[src/rtl/uart_cmd_master.sv]
`default_nettype none
// +--------------------------------------------------------------------+
// | uart_cmd_master: serialises 16-bit commands as UART frames and     |
// | captures one-byte read responses.                     Rev 1.0      |
// +--------------------------------------------------------------------+
module uart_cmd_master #(
  parameter int CLK_DIV    = 434,
  parameter int PARITY     = 2,
  parameter int GAP_CYC    = 100,
  parameter int RD_TIMEOUT = 20000
) (
  input  logic        clk,
  input  logic        rst_n,
  input  logic [15:0] cmd_in,
  input  logic        cmd_vld,
  output logic        cmd_rdy,
  output logic        tx,
  input  logic        rx,
  output logic [7:0]  rd_data,
  output logic        rd_vld,
  output logic [1:0]  rd_err
);
  localparam int NBITS   = (PARITY != 0) ? 11 : 10;
  localparam int CNT_MAX = (CLK_DIV > GAP_CYC) ? CLK_DIV : GAP_CYC;
  localparam int CW      = $clog2(CNT_MAX + 1);
  localparam int WW      = $clog2(RD_TIMEOUT + 1);

  localparam logic [CW-1:0] BIT_LOAD  = CW'(CLK_DIV - 1);
  localparam logic [CW-1:0] HALF_LOAD = CW'(CLK_DIV / 2 - 1);
  localparam logic [CW-1:0] GAP_LOAD  = CW'((GAP_CYC > 0) ? GAP_CYC - 1 : 0);
  localparam logic [3:0]    LAST_BIT  = 4'(NBITS - 1);
  localparam logic [WW-1:0] TIMEOUT   = WW'(RD_TIMEOUT);

  typedef enum logic [2:0] {
    ST_IDLE, ST_TX0, ST_GAP, ST_TX1, ST_RX_WAIT, ST_RX_BITS, ST_DONE
  } state_t;

  state_t        state, state_nx;
  logic [15:0]   cmd;
  logic [CW-1:0] cnt;
  logic [3:0]    bit_idx;
  logic [WW-1:0] wait_cnt;
  logic          rx_meta, rx_s, rx_prev;
  logic [7:0]    rx_shift;
  logic          rx_par;
  logic          tx_nx;
  logic          tick, frame_end, rx_fall, timed_out;
  logic [7:0]    tx_byte;

  function automatic logic par_of(input logic [7:0] b);
    return (PARITY == 1) ? ~^b : ^b;
  endfunction

  // Frame position 0 is the start bit, 1..8 data LSB first, then parity/stop.
  function automatic logic frame_bit(input logic [7:0] b, input logic [3:0] idx);
    logic r;
    if (idx == 4'd0)                    r = 1'b0;
    else if (idx <= 4'd8)               r = b[3'(idx - 4'd1)];
    else if (idx == 4'd9 && PARITY != 0) r = par_of(b);
    else                                r = 1'b1;
    return r;
  endfunction

  assign tick      = (cnt == '0);
  assign frame_end = tick && (bit_idx == LAST_BIT);
  assign rx_fall   = rx_prev && !rx_s;
  assign timed_out = (wait_cnt >= TIMEOUT);
  assign tx_byte   = (state == ST_TX1) ? cmd[7:0] : cmd[15:8];
  assign cmd_rdy   = (state == ST_IDLE);
  assign rd_vld    = (state == ST_DONE);

  always_ff @(posedge clk or negedge rst_n) begin
    if (!rst_n) state <= ST_IDLE;
    else        state <= state_nx;
  end

  always_comb begin
    state_nx = state;
    tx_nx    = 1'b1;
    case (state)
      ST_IDLE: if (cmd_vld) begin
        state_nx = ST_TX0;
        tx_nx    = 1'b0;
      end
      ST_TX0, ST_TX1: begin
        tx_nx = tick ? frame_bit(tx_byte, bit_idx + 4'd1) : tx;
        if (frame_end) begin
          tx_nx = 1'b1;
          if (state == ST_TX1)  state_nx = ST_IDLE;
          else if (!cmd[15])    state_nx = ST_RX_WAIT;
          else if (GAP_CYC == 0) begin
            state_nx = ST_TX1;
            tx_nx    = 1'b0;
          end
          else                  state_nx = ST_GAP;
        end
      end
      ST_GAP: if (tick) begin
        state_nx = ST_TX1;
        tx_nx    = 1'b0;
      end
      ST_RX_WAIT: begin
        if (timed_out)    state_nx = ST_DONE;
        else if (rx_fall) state_nx = ST_RX_BITS;
      end
      ST_RX_BITS: if (tick) begin
        if (bit_idx == 4'd0 && rx_s) state_nx = ST_RX_WAIT;
        else if (bit_idx == LAST_BIT) state_nx = ST_DONE;
      end
      ST_DONE: state_nx = ST_IDLE;
      default: state_nx = ST_IDLE;
    endcase
  end

  always_ff @(posedge clk or negedge rst_n) begin
    if (!rst_n) begin
      rx_meta <= 1'b1;
      rx_s    <= 1'b1;
      rx_prev <= 1'b1;
    end else begin
      rx_meta <= rx;
      rx_s    <= rx_meta;
      rx_prev <= rx_s;
    end
  end

  always_ff @(posedge clk or negedge rst_n) begin
    if (!rst_n) begin
      cmd      <= '0;
      cnt      <= '0;
      bit_idx  <= '0;
      wait_cnt <= '0;
      rx_shift <= '0;
      rx_par   <= 1'b0;
      rd_data  <= '0;
      rd_err   <= '0;
      tx       <= 1'b1;
    end else begin
      tx <= tx_nx;
      // The timeout budget keeps running through false starts.
      if (state == ST_RX_WAIT || state == ST_RX_BITS) begin
        if (!timed_out) wait_cnt <= wait_cnt + WW'(1);
      end else begin
        wait_cnt <= '0;
      end
      case (state)
        ST_IDLE: if (cmd_vld) begin
          cmd     <= cmd_in;
          cnt     <= BIT_LOAD;
          bit_idx <= '0;
        end
        ST_TX0, ST_TX1, ST_GAP: begin
          if (!tick) begin
            cnt <= cnt - CW'(1);
          end else begin
            bit_idx <= (state == ST_GAP || frame_end) ? 4'd0 : bit_idx + 4'd1;
            cnt     <= (state == ST_TX0 && frame_end && cmd[15] && GAP_CYC > 0)
                       ? GAP_LOAD : BIT_LOAD;
          end
        end
        ST_RX_WAIT: begin
          if (timed_out) begin
            rd_data <= '0;
            rd_err  <= 2'd3;
          end else if (rx_fall) begin
            cnt     <= HALF_LOAD;
            bit_idx <= '0;
          end
        end
        ST_RX_BITS: begin
          if (!tick) begin
            cnt <= cnt - CW'(1);
          end else begin
            cnt     <= BIT_LOAD;
            bit_idx <= bit_idx + 4'd1;
            if (bit_idx >= 4'd1 && bit_idx <= 4'd8) rx_shift <= {rx_s, rx_shift[7:1]};
            if (PARITY != 0 && bit_idx == 4'd9)     rx_par   <= rx_s;
            if (bit_idx == LAST_BIT) begin
              rd_data <= rx_shift;
              rd_err  <= !rx_s ? 2'd2
                       : (PARITY != 0 && rx_par != par_of(rx_shift)) ? 2'd1 : 2'd0;
            end
          end
        end
        default: ;
      endcase
    end
  end
endmodule
`default_nettype wire

[config.mk]
export PLATFORM = sky130hd
export DESIGN_NAME = uart_cmd_master
export DESIGN_NICKNAME = d
export VERILOG_FILES = /design/src/rtl/uart_cmd_master.sv
export SDC_FILE = /design/constraint.sdc
export NUM_CORES = 1
export LEC_CHECK = 0
export CORE_MARGIN = 2
export CORE_UTILIZATION = 65
export CTS_BUF_LIST = sky130_fd_sc_hd__clkbuf_4
export CTS_CLUSTER_SIZE = 10
export DETAILED_ROUTE_END_ITERATION = 10
export PLACE_DENSITY = 0.95
export SYNTH_ARGS = -nofsm -noshare
export SYNTH_HDL_FRONTEND = slang
export SYNTH_SLANG_ARGS = --single-unit
[constraint.sdc]
create_clock -name clk -period 4.8 [get_ports clk]
set_input_delay 1.44 -clock clk [delete_from_list [all_inputs] [get_ports clk]]
set_output_delay 1.44 -clock clk [all_outputs]
set_load 0.05 [all_outputs]
# Word-level counts from Yosys, hierarchy flattened
# Index checks and enable logic that the tools add are counted.
# W data, S select, Z words.
# totals
regBits	70
# classes
addsub	4
n_eq_ne	23
n_reduce_logical	26
muxes	48
magnitude_cmp	5
# op_table
cell	n
$mux W9	6
$pmux W9 S4	1
$mux W8	4
$mux W15	2
$mux W3	10
$mux W4	6
$ne A2 B2 Y1 const B	10
$pmux W4 S4	1
$pmux W8 S2	1
$reduce_xor A8 Y1	2
$add A15 B1 Y15 const B	1
$ge A15 B15 Y1 const B	1
$pmux W3 S5	1
$eq A4 B4 Y1 const B	3
$reduce_and A6 Y1	2
$eq A3 B3 Y1 const B	3
$logic_not A9 Y1	1
$mux W1	9
$ne A3 B3 Y1 const B	3
$sub A9 B1 Y9 const B	1
$le A4 B4 Y1 const B	2
$logic_not A4 Y1	2
$mux W2	4
$reduce_and A4 Y1	2
20 further kinds	28

# Longest topological paths before layout
# depth
ltp_word	9
mapped_depth	9

# Worst setup path before layout
# OpenSTA, ideal clock, no wires.
# synth_path
path_kind	flip-flop to output port
start	register state[1]
end	output cmd_rdy
path_buffers	1
stages_incl_launch_ff	3
arrival_time_ns	1.777
slack_ns	1.583
cell_sequence	dfrtp_1 > clkbuf_1 > nor3_1
# synth_via
elab_chain_len	1
# synth_rtl
item	line	source
start: declaration	38	state_t state, state_nx;
start signal: assignment	74	else state <= state_nx;
$logic_not A3 Y1	69	assign cmd_rdy = (state == ST_IDLE);
end: declaration	16	output logic cmd_rdy,
# No other way between the ends.

# Final worst setup path
# Ends and elaborated chain as after synthesis.

==> impl_results.html <==
<table>
<tr><th>Metric</th><th>Value</th></tr>
<tr><th colspan="2">STA</th></tr>
<tr><td>Post-Route Setup TNS</td><td>0 ns</td></tr>
<tr><td>Worst Slack Setup Final</td><td>1.14 ns</td></tr>
<tr><td>Worst setup skew after layout</td><td>about 0.014 ns</td></tr>
<tr><td>Final min period</td><td>between 3 and 4 ns</td></tr>
<tr><td>Worst max-slew margin expressed relative to the limit</td><td>0.443</td></tr>
<tr><td>Number of pins exceeding their max-slew limit in the final report</td><td>0</td></tr>
<tr><td>Slew of the pin with the lowest slew margin</td><td>roughly 0.83 ns</td></tr>
<tr><td>Max frequency</td><td>273 MHz</td></tr>
<tr><td>Unrepaired setup endpoints after global routing</td><td>false</td></tr>
<tr><td>Final period utilization</td><td>0.763</td></tr>
<tr><td>Count of endpoints failing hold in the final timing report</td><td>0</td></tr>
<tr><td>Finish-stage setup viols</td><td>0</td></tr>
<tr><th colspan="2">Critical path</th></tr>
<tr><td>Critical path class</td><td>reg2out</td></tr>
<tr><td>CP Launch Point</td><td>state[1]</td></tr>
<tr><td>Stage delay of the slowest cell on the critical path</td><td>between 0.8 and 0.9 ns</td></tr>
<tr><td>Worst path top cell family by delay</td><td>buffers and inverters</td></tr>
<tr><td>Master of the slowest instance on the critical path</td><td>sky130_fd_sc_hd__clkdlybuf4s50_1</td></tr>
<tr><td>Startpoint kind of the worst setup timing path</td><td>register</td></tr>
<tr><td>Max FO, Critical Path</td><td>14</td></tr>
<tr><td>CP Cell Sequence</td><td>nor3_1 &gt; clkdlybuf4s50_1</td></tr>
<tr><td>Kind of end point of the critical path</td><td>primary output</td></tr>
<tr><td>Worst Path Required</td><td>3.36 ns</td></tr>
<tr><td>Reg2reg start</td><td>state[2]</td></tr>
<tr><td>Crit path buffers/inverters</td><td>1</td></tr>
<tr><td>Worst path arrival time</td><td>2.22 ns</td></tr>
<tr><th colspan="2">Clocking</th></tr>
<tr><td>Number of buffers created by CTS</td><td>9</td></tr>
<tr><td>Clk sink count</td><td>70</td></tr>
<tr><td>Root cell of the clock tree</td><td>sky130_fd_sc_hd__clkbuf_4</td></tr>
<tr><td>Deepest level of the CTS H-tree</td><td>3</td></tr>
<tr><td>Longest Clk Path Bufs</td><td>2</td></tr>
<tr><td>Number of hold buffers added after cts</td><td>0</td></tr>
<tr><td>Clock tree from TritonCTS</td><td>yes</td></tr>
<tr><td>Clock latency at the later pin of the worst-skew pair</td><td>0.43 ns</td></tr>
<tr><td>Clock slew at reported path FFs</td><td>0.12 ns</td></tr>
<tr><td>Post-CTS resize count</td><td>0</td></tr>
<tr><td>Setup bufs post-CTS</td><td>0</td></tr>
<tr><th colspan="2">Yosys</th></tr>
<tr><td>Cells after Synth</td><td>about 380</td></tr>
<tr><td>Flip-flop and latch count after synthesis</td><td>70</td></tr>
<tr><td>Area share of the largest cell type after synthesis</td><td>0.428</td></tr>
<tr><td>Synth warnings</td><td>0</td></tr>
<tr><td>Primary FF master, synth</td><td>sky130_fd_sc_hd__dfrtp_1</td></tr>
<tr><td>Cell types occupying the most area after synthesis</td><td>sky130_fd_sc_hd__dfrtp_1 43%, sky130_fd_sc_hd__mux2_2 7.6%, sky130_fd_sc_hd__xnor2_1 7.5%</td></tr>
<tr><td>Async set-reset flop share out of synthesis</td><td>1.00</td></tr>
<tr><td>Fraction of the yosys area taken by sequential cells</td><td>0.455</td></tr>
<tr><td>Syn nets</td><td>411</td></tr>
<tr><td>Synth Cell Area</td><td>slightly below 0.004 mm2</td></tr>
<tr><td>Mean cell area of the mapped netlist</td><td>between 10 and 15 um2</td></tr>
<tr><td>Number of flops mapped to enable cells by yosys</td><td>0</td></tr>
<tr><td>Post-synth top area cell</td><td>sky130_fd_sc_hd__dfrtp_1</td></tr>
<tr><td>Number of library cell types mapped by synthesis</td><td>between 40 and 50</td></tr>
<tr><th colspan="2">Drt</th></tr>
<tr><td>Number of nets with antenna violations after routing</td><td>0</td></tr>
<tr><td>Routed length on met1</td><td>around 3400 um</td></tr>
<tr><td>Routed len/inst</td><td>between 15 and 20 um</td></tr>
<tr><td>Met3 wire length</td><td>~450 um</td></tr>
<tr><td>Drt pass-1 iters</td><td>5</td></tr>
<tr><td>Vias per cell</td><td>slightly above 6</td></tr>
<tr><td>DR WL met2</td><td>between 4000 and 5000 um</td></tr>
<tr><td>Overall via count from detail_route</td><td>3032</td></tr>
<tr><td>Final WL</td><td>roughly 8300 um</td></tr>
<tr><td>DR top layer</td><td>met4</td></tr>
<tr><td>Drc violations</td><td>0</td></tr>
<tr><td>Detailed router's first-iteration violation count</td><td>230</td></tr>
<tr><th colspan="2">Hold path</th></tr>
<tr><td>Hold Startpoint</td><td>rx_meta</td></tr>
<tr><td>Worst min path class</td><td>reg2reg</td></tr>
<tr><th colspan="2">Power and ir drop</th></tr>
<tr><td>Leakage power of the design</td><td>around 1.9 nW</td></tr>
<tr><td>Largest vdd supply drop</td><td>0.182 mV</td></tr>
<tr><td>Switching component of the power</td><td>about 240 uW</td></tr>
<tr><td>Int Pwr</td><td>around 870 uW</td></tr>
<tr><td>Switching part of the total</td><td>0.219</td></tr>
<tr><td>Logic pwr share</td><td>0.026</td></tr>
<tr><td>Power Dens Cells</td><td>about 250 mW/mm2</td></tr>
<tr><td>Share of power burned in the clock network</td><td>0.442</td></tr>
<tr><td>Share of total power in sequential cells</td><td>0.531</td></tr>
<tr><th colspan="2">Final layout</th></tr>
<tr><td>Commonest cells after routing, fill and taps aside</td><td>66 x sky130_fd_sc_hd__dfrtp_1, 33 x sky130_fd_sc_hd__xnor2_1, 32 x sky130_fd_sc_hd__nand2_1</td></tr>
<tr><td>Antenna Diode Count</td><td>0</td></tr>
<tr><td>Layout filler cell count</td><td>387</td></tr>
<tr><td>Most frequent standard cell in the layout excluding fill and tap cells</td><td>sky130_fd_sc_hd__dfrtp_1</td></tr>
<tr><td>Final #Nets</td><td>between 400 and 500</td></tr>
<tr><td>Growth of design area from synthesis to finish</td><td>14.5%</td></tr>
<tr><td>Finished layout cell area</td><td>about 0.0044 mm2</td></tr>
<tr><td>Number of standard cells in the layout, taps in and fillers out</td><td>approximately 490</td></tr>
<tr><td>Layout cells sized above 1</td><td>0.137</td></tr>
<tr><td>Area occupied by registers</td><td>~0.0018 mm2</td></tr>
<tr><td>Footprint of the multi-input gates</td><td>between 0.0015 and 0.002 mm2</td></tr>
<tr><td>Post-route core utilization</td><td>0.761</td></tr>
<tr><th colspan="2">Die</th></tr>
<tr><td>Chip width</td><td>between 80 and 90 um</td></tr>
<tr><td>Number of primary I/O pins</td><td>33</td></tr>
<tr><td>Number of rows created at floorplan</td><td>28</td></tr>
<tr><td>Vertical extent of the die</td><td>slightly above 80 um</td></tr>
<tr><td>Die footprint</td><td>roughly 0.0066 mm2</td></tr>
<tr><td>Std-Cell Core Area</td><td>just under 0.006 mm2</td></tr>
<tr><td>Initial core utilization</td><td>0.664</td></tr>
<tr><th colspan="2">Global route</th></tr>
<tr><td>Number of antenna violations at the first check in global routing</td><td>0</td></tr>
<tr><td>Maximum number of pins on one net before global-route repair</td><td>39</td></tr>
<tr><td>Overall track demand over capacity in global routing</td><td>0.276</td></tr>
<tr><td>Grt ovf</td><td>0</td></tr>
<tr><td>First-pass GRT wire length</td><td>approximately 14000 um</td></tr>
<tr><td>Number of global-route vias before repair</td><td>2874</td></tr>
<tr><th colspan="2">Placed design</th></tr>
<tr><td>Inst Count DP</td><td>476</td></tr>
<tr><td>Buffers on Ports</td><td>32</td></tr>
<tr><td>Post-placement cell area</td><td>~0.0042 mm2</td></tr>
<tr><td>Placed wire-length estimate</td><td>approximately 5500 um</td></tr>
<tr><td>RePlAce Congestion</td><td>between 0.9 and 1</td></tr>
<tr><td>Worst slack at placement</td><td>between 1 and 1.5 ns</td></tr>
<tr><th colspan="2">Run status</th></tr>
<tr><td>Run status</td><td>completed</td></tr>
<tr><th colspan="2">Job</th></tr>
<tr><td>Maximum Capacitance Violations</td><td>0</td></tr>
</table>
==> cell type report <==
class	instances	area share
Inverter	24	0.0204
Timing Repair Buffer	35	0.0764
Clock buffer	9	0.0153
Multi-Input combinational cell	272	0.442
Clock inverter	7	0.0272
Tap cell	75	0.0212
Sequential cell	70	0.397
==> registers in the layout, indices dropped and copies added (netlist names), 2 cells and up <==
signal and cells:
cmd 16, wait_cnt 15, cnt 9, rd_data 8
rx_shift 8, bit_idx 4, state 3, rd_err 2
==> power by group through the flow <==
stage | sequential (mW) | clock, mW | combinational (mW)
final | 0.593 | 0.494 | 0.0293
after global routing | 0.594 | 0.528 | 0.0326
after CTS | 0.593 | 0.495 | 0.0300
after detailed placement | 0.604 | 0 | 0.0297
after global placement | 0.604 | 0 | 0.0288
after floorplan | 0.604 | 0 | 0.00157
==> synth_stat cells, types with 8 or more instances <==
master	n
sky130_fd_sc_hd__a21oi_1	18
sky130_fd_sc_hd__clkbuf_1	12
sky130_fd_sc_hd__mux2_2	26
sky130_fd_sc_hd__dfrtp_1	66
sky130_fd_sc_hd__nand3_1	9
sky130_fd_sc_hd__mux2i_1	10
sky130_fd_sc_hd__nand4_1	8
sky130_fd_sc_hd__nor2_1	26
sky130_fd_sc_hd__xor2_1	8
sky130_fd_sc_hd__o21ai_0	22
sky130_fd_sc_hd__inv_1	24
sky130_fd_sc_hd__xnor2_1	33
sky130_fd_sc_hd__nand2_1	32
sky130_fd_sc_hd__ha_1	10
==> final timing paths <==
kind	cells after the start	slack [ns]	end
min in group asynchronous	1	1.10	rd_err[1]
worst min-delay path	0	0.38	rx_s
worst max-delay path	2	1.14	cmd_rdy
worst min register to register	0	0.38	rx_s
worst max register to register	7	1.91	rd_data[3]
max in group asynchronous	2	2.71	rx_prev
==> metrics by stage <==
stage	power [mW]	hold slack [ns]
4_1_cts	1.12	0.381
6_report	1.12	0.377
3_3_place_gp	0.633	0.347
2_1_floorplan	0.606	0.345
3_5_place_dp	0.634	0.360
5_1_grt	1.15	0.390
==> logic make-up (layout without fill, tap and decap cells) <==
logic type,count (synthesis),count (layout),synth area share
buffers and inverters,39,75,0.0385
and+or+nand+nor,116,116,0.150
adders and majority gates,10,10,0.0324
xor gates and xnor gates,41,41,0.0930
DFF,70,70,0.455
muxes,40,40,0.125
AOI/OAI and AO/OA,65,65,0.107
==> layer usage <==
metal / up-vias / track usage
met1: 1471 / 0.346
li1: 1393 / -
met5: - / 0
met3: 33 / 0.0744
met4: 0 / 0.144
met2: 135 / 0.437
==> worst reg2reg max path: cells and delay by family, from the launching register on <==
family | cells | cell delay [ns]
AO/OA/AOI/OAI | 2 | 0.80
flip-flops | 1 | 0.66
AND/OR/NAND/NOR | 2 | 0.65
buffers and inverters | 2 | 0.52
multiplexers | 1 | 0.20
(Power assumes the default switching activity.)
